File: src/rtl/alu_issue_pkg.sv
// Shared types and defaults for the ALU issue unit.
package alu_issue_pkg;

  localparam int unsigned AluDw         = 16;
  localparam int unsigned AluAw         = 3;
  localparam int unsigned AluNreg       = 8;
  localparam int unsigned AluTimeoutCyc = 64;

  typedef enum logic [2:0] {
    StIdle  = 3'd0,
    StRead  = 3'd1,
    StStart = 3'd2,
    StWait  = 3'd3,
    StWb    = 3'd4
  } issue_state_e;

endpackage

File: src/rtl/issue_regfile.sv
// NREG x DW register file: two combinational read ports, two write ports with
// the writeback port taking priority over the external load port.
module issue_regfile
  import alu_issue_pkg::*;
#(
  parameter int unsigned DW   = AluDw,
  parameter int unsigned NREG = AluNreg,
  parameter int unsigned AW   = AluAw
) (
  input  logic          clk,
  input  logic          rst,
  input  logic [AW-1:0] raddr_a_i,
  input  logic [AW-1:0] raddr_b_i,
  output logic [DW-1:0] rdata_a_o,
  output logic [DW-1:0] rdata_b_o,
  input  logic          wb_en_i,
  input  logic [AW-1:0] wb_addr_i,
  input  logic [DW-1:0] wb_data_i,
  input  logic          ld_en_i,
  input  logic [AW-1:0] ld_addr_i,
  input  logic [DW-1:0] ld_data_i
);

  logic [DW-1:0] regs_q [NREG];

  assign rdata_a_o = regs_q[raddr_a_i];
  assign rdata_b_o = regs_q[raddr_b_i];

  always_ff @(posedge clk) begin
    if (rst) begin
      for (int i = 0; i < int'(NREG); i++) begin
        regs_q[i] <= '0;
      end
    end else begin
      if (ld_en_i) regs_q[ld_addr_i] <= ld_data_i;
      // Later assignment wins, so writeback overrides a colliding load.
      if (wb_en_i) regs_q[wb_addr_i] <= wb_data_i;
    end
  end

endmodule

File: src/rtl/alu_issue_unit.sv
// Issue stage for the 16-bit ALU: operand fetch, cs/ready handshake, writeback.
// Optional watchdog with sticky err enabled by defining ALU_TIMEOUT_EN.
module alu_issue_unit
  import alu_issue_pkg::*;
#(
  parameter int unsigned DW          = AluDw,
  parameter int unsigned NREG        = AluNreg,
  parameter int unsigned AW          = AluAw,
  parameter int unsigned TIMEOUT_CYC = AluTimeoutCyc
) (
  input  logic          clk,
  input  logic          rst,
  input  logic          issue_valid,
  output logic          issue_ready,
  input  logic [AW-1:0] issue_dst,
  input  logic [AW-1:0] issue_srca,
  input  logic [AW-1:0] issue_srcb,
  input  logic          issue_imm_en,
  input  logic [DW-1:0] issue_imm,
  input  logic          ld_en,
  input  logic [AW-1:0] ld_addr,
  input  logic [DW-1:0] ld_data,
  output logic          alu_cs,
  output logic [DW-1:0] alu_a,
  output logic [DW-1:0] alu_b,
  input  logic [DW-1:0] alu_bus,
  input  logic          alu_ready,
  output logic          done,
  output logic [DW-1:0] result,
  output logic          err
);

  issue_state_e  state_q;
  logic [AW-1:0] dst_q, srca_q, srcb_q;
  logic          imm_en_q;
  logic [DW-1:0] imm_q, a_q, b_q, bus_q, result_q;
  logic          cs_q, done_q;
  logic [DW-1:0] rdata_a, rdata_b, opa, opb;
  logic          timeout;

  issue_regfile #(
    .DW   (DW),
    .NREG (NREG),
    .AW   (AW)
  ) u_regfile (
    .clk       (clk),
    .rst       (rst),
    .raddr_a_i (srca_q),
    .raddr_b_i (srcb_q),
    .rdata_a_o (rdata_a),
    .rdata_b_o (rdata_b),
    .wb_en_i   (state_q == StWb),
    .wb_addr_i (dst_q),
    .wb_data_i (bus_q),
    .ld_en_i   (ld_en),
    .ld_addr_i (ld_addr),
    .ld_data_i (ld_data)
  );

  // A load landing on a source register during READ is forwarded.
  assign opa = (ld_en && ld_addr == srca_q) ? ld_data : rdata_a;
  assign opb = imm_en_q                     ? imm_q   :
               (ld_en && ld_addr == srcb_q) ? ld_data : rdata_b;

  assign issue_ready = (state_q == StIdle);
  assign alu_cs      = cs_q;
  assign alu_a       = a_q;
  assign alu_b       = b_q;
  assign done        = done_q;
  assign result      = result_q;

`ifdef ALU_TIMEOUT_EN
  localparam int unsigned CntW = $clog2(TIMEOUT_CYC) + 1;

  logic [CntW-1:0] cnt_q;
  logic            err_q;

  assign timeout = (state_q == StStart || state_q == StWait) &&
                   (cnt_q == CntW'(TIMEOUT_CYC - 1));
  assign err     = err_q;

  always_ff @(posedge clk) begin
    if (rst) begin
      cnt_q <= '0;
      err_q <= 1'b0;
    end else begin
      if (timeout) err_q <= 1'b1;
      if ((state_q == StStart || state_q == StWait) && !timeout) begin
        cnt_q <= cnt_q + CntW'(1);
      end else begin
        cnt_q <= '0;
      end
    end
  end
`else
  assign timeout = 1'b0;
  assign err     = 1'b0;
`endif

  always_ff @(posedge clk) begin
    if (rst) begin
      state_q  <= StIdle;
      dst_q    <= '0;
      srca_q   <= '0;
      srcb_q   <= '0;
      imm_en_q <= 1'b0;
      imm_q    <= '0;
      a_q      <= '0;
      b_q      <= '0;
      cs_q     <= 1'b0;
      bus_q    <= '0;
      done_q   <= 1'b0;
      result_q <= '0;
    end else if (timeout) begin
      state_q <= StIdle;
      cs_q    <= 1'b0;
      done_q  <= 1'b0;
    end else begin
      done_q <= 1'b0;
      unique case (state_q)
        StIdle: begin
          if (issue_valid) begin
            dst_q    <= issue_dst;
            srca_q   <= issue_srca;
            srcb_q   <= issue_srcb;
            imm_en_q <= issue_imm_en;
            imm_q    <= issue_imm;
            state_q  <= StRead;
          end
        end
        StRead: begin
          a_q     <= opa;
          b_q     <= opb;
          // Raise cs on START entry only if the ALU is idle right now.
          cs_q    <= alu_ready;
          state_q <= StStart;
        end
        StStart: begin
          if (!cs_q) begin
            cs_q <= alu_ready;
          end else if (!alu_ready) begin
            cs_q    <= 1'b0;
            state_q <= StWait;
          end
        end
        StWait: begin
          if (alu_ready) begin
            // result and done become visible together during WB.
            bus_q    <= alu_bus;
            result_q <= alu_bus;
            done_q   <= 1'b1;
            state_q  <= StWb;
          end
        end
        StWb: begin
          state_q <= StIdle;
        end
        default: begin
          state_q <= StIdle;
        end
      endcase
    end
  end

endmodule

File: config.mk
export PLATFORM = sky130hd
export DESIGN_NAME = alu_issue_unit
export DESIGN_NICKNAME = d
export VERILOG_FILES = /design/src/rtl/alu_issue_pkg.sv /design/src/rtl/issue_regfile.sv /design/src/rtl/alu_issue_unit.sv
export SDC_FILE = /design/constraint.sdc
export NUM_CORES = 1
export LEC_CHECK = 0
export BUFFER_PORTS_ARGS = -buffer_cell sky130_fd_sc_hd__buf_2
export CORE_UTILIZATION = 30
export CTS_BUF_LIST = sky130_fd_sc_hd__clkbuf_16
export CTS_CLUSTER_DIAMETER = 40
export DETAILED_ROUTE_END_ITERATION = 10
export MAX_ROUTING_LAYER = met4
export PLACE_DENSITY_LB_ADDON = 0.25
export SETUP_SLACK_MARGIN = 0.15
export SLEW_MARGIN = 20
export SYNTH_ARGS = -nofsm -noshare
export SYNTH_HDL_FRONTEND = slang
export SYNTH_HIERARCHICAL = 1
export SYNTH_SLANG_ARGS = --single-unit
File: constraint.sdc
create_clock -name clk -period 3.9 [get_ports clk]
set_input_delay 1.17 -clock clk [delete_from_list [all_inputs] [get_ports clk]]
set_output_delay 1.17 -clock clk [all_outputs]
set_load 0.01 [all_outputs]
==> results by group <==
Clock network
  • Worst skew pair latency: about 540 ps
  • Clock transition at path regs: approximately 50 ps
  • Clock buffer depth: 3
  • CTS tree: built
  • Hold_buf cts: 0
  • Postcts setup bufs: 0
  • H-tree levels: 2
  • Post-CTS resize count: 0
  • Total CTS buffers: between 40 and 50
  • Clock sink count: 207
  • Root Driver: clkbuf_16

Global route
  • Tot GR Track Use: 17.8%
  • Vias in the first global route: 8250
  • Global-route wire length before repair: a little over 50 mm
  • Initial antenna violation count: 2
  • Grt ovf: 0
  • Pin count of the biggest net entering global routing: 63

Outcome
  • Outcome: finished, final reports clean

Final layout
  • Fin nets: about 1200
  • Share of cells above drive strength 1: around two fifths
  • Synth-to-Final Area Change: 20.5%
  • Commonest cells after routing, fill and taps aside: 165 x nor2_1, 133 x mux2_2, 128 x edfxtp_1, 115 x buf_2, 102 x nand2_1
  • Fillers: 3852
  • Most common cell after layout, fill and taps aside: nor2_1
  • Final core occ: 36.6%

Critical path
  • Slowest cell on crit path: nor3b_1
  • Critical Setup Path Class: reg -> reg
  • CP cell instances: nor3b_1 -> nor3b_2 -> nand2_1 -> o211ai_1 -> buf_4
  • CP arrival: 3230 ps
  • WP buf/inv: 1
  • Critical path required time: 4110 ps
  • Startpoint Class: flop
  • Crit path max-delay family: simple AND/OR/NAND/NOR gates
  • Critical path endpoint category: flop
  • Critical Path Fanout Max: 17
  • Slowest stage delay, CP: around 630 ps

Min path
  • Worst hold path type: reg -> reg

Timing
  • RSZ-0062 raised after global routing: no
  • Fin crit share: 77.5%
  • Max Slew Vio Count: 0
  • Final min period: 3020 ps
  • Final setup fails: 0
  • Worst Max-Slew Pin Slew: 1020 ps
  • TNS Setup: 0 ps
  • Final Hold Vio Count: 0
  • Rel. slew slack: 31.8%
  • Clock skew: 14.5 ps
  • WHS: 444 ps
  • Fin worst setup slack: ~880 ps
  • Max Clock Freq: 331 MHz

Route
  • Drt wl/cell: 20.7 µm
  • Final antenna-violating net count: 0
  • Initial DRT Pass Iterations: 5
  • Drt first-iter violations: between 500 and 600
  • Routed WL: 34.2 mm
  • Post-route DRC: 0
  • DR vias: approximately 8000
  • Via-per-instance ratio: 5.00

Die
  • Placement Rows: 72
  • I/O pins: 118
  • Initial core utilization: 30.4%
  • Die W: 200 µm
  • Die height: 200 µm
  • Die area: between 30000 and 40000 µm²
  • Core Box Area: slightly below 40000 µm²

Pwr
  • Total Power: 0.00665 W
  • Worst vdd ir: 0.233 mV
  • Pleak: 5.31 nW
  • Power density cells: 471 nW/µm²

Logic synthesis
  • Post-synth net total: 1054
  • Syn_area_per_cell: 11.9 µm²
  • Register area share after synthesis: 46.3%
  • Register bit total from synthesis: 207
  • Yosys Warn Count: 6
  • Synthesized cell area: 11700 µm²
  • Synth Instances: ~990
  • Ys async rst share: 0%
  • Number of flops mapped to enable cells by yosys: approximately 130
  • Post-synth top flop: edfxtp_1
  • Post-synthesis cell type count: 49

Run
  • Max_cap viols: 0

Placement
  • GPL Wtd Cong: 0.843
  • IO buf count: 116
  • Final HPWL DP: 24.4 mm
  • Worst slack at placement: 811 ps
[worst register-to-register path: cells and delay by family (launching register included)]
kind	cells	cell delay [ps]
AOI/OAI and AO/OA	1	290
buffers and inverters	1	310
DFF	1	570
and+or+nand+nor	3	1510
[cells by family after synthesis]
group,after synthesis,synth area share [%]
XOR/XNOR,7,0.523
AND/OR/NAND/NOR,347,13.9
multiplexers,240,29.9
AO/OA/AOI/OAI,102,5.42
other,1,0.0320
buffers and inverters,84,3.88
flip-flops,207,46.3
[path summary, 6_finish.rpt]
path,startpoint,to,slack [ps],cells after the start
max,state_q[2],u_regfile/regs_q[0][7],880,5
min,alu_b[14],alu_b[14],440,2
max reg2reg,state_q[2],u_regfile/regs_q[0][7],880,5
min reg2reg,alu_b[14],alu_b[14],440,2
[final cells by class]
| cell class | instances | area [µm²] | area share (%) |
|---|---|---|---|
| diodes | 2 | 5.00 | 0.0354 |
| flip-flops and latches | 207 | 5430 | 38.4 |
| clock inverters | 33 | 267 | 1.89 |
| well taps | 518 | 648 | 4.59 |
| multi-input cells | 697 | 5840 | 41.4 |
| repair buffers | 147 | 841 | 5.95 |
| clock buffers | 43 | 1080 | 7.62 |
| inverters | 3 | 11.3 | 0.0798 |
[synthesized netlist by cell type (3+ instances only)]
cell	instances	area share (%)
nand2b_1	17	0.91
o21ai_0	15	0.64
a211oi_1	17	1.1
a21oi_1	43	1.8
o211ai_1	6	0.38
o21ai_1	3	0.13
xnor2_1	7	0.52
clkbuf_1	46	1.5
buf_6	8	0.77
mux4_2	64	12
dfxtp_1	79	13
buf_4	7	0.45
nand3b_1	18	1.2
or3_1	4	0.21
mux2_4	27	3.5
mux2i_1	16	1.4
or3b_2	17	1.3
o311ai_0	16	1.2
buf_2	16	0.68
mux2_2	133	13
nand2_1	102	3.3
nor2_1	165	5.3
edfxtp_1	128	33
[metal layers]
metal	part of all wire [%]	GRT usage [%]	vias up
li1	-	-	3887
met1	48	24.2	4034
met2	45	27.0	269
met3	5.6	3.32	52
met4	1.9	5.15	0
met5	0	-	-
[power breakdown]
part,internal (W),leakage (nW),switching (W)
logic,0.000311,2.72,0.000383
registers,0.00246,1.93,0.0000885
clock network,0.00220,0.661,0.00120
total,0.00497,5.31,0.00168
[state kept, by name, summed over array words and instances (netlist names)]
signal / count
u_regfile/regs_q: 128
srcb_q: 3
result: 16
alu_b: 16
dst_q: 3
alu_a: 16
alu_cs: 1
state_q: 3
imm_en_q: 1
srca_q: 3
imm_q: 16
done: 1
[metrics by stage]
step                      instances  area, µm²
after floorplan                 988      11700
after detailed placement       1572      12800
after global routing           1650      14100
final                          1650      14100
after CTS                      1648      14100
after global placement         1572      12800
No activity file was read; power rests on OpenSTA's default activity.
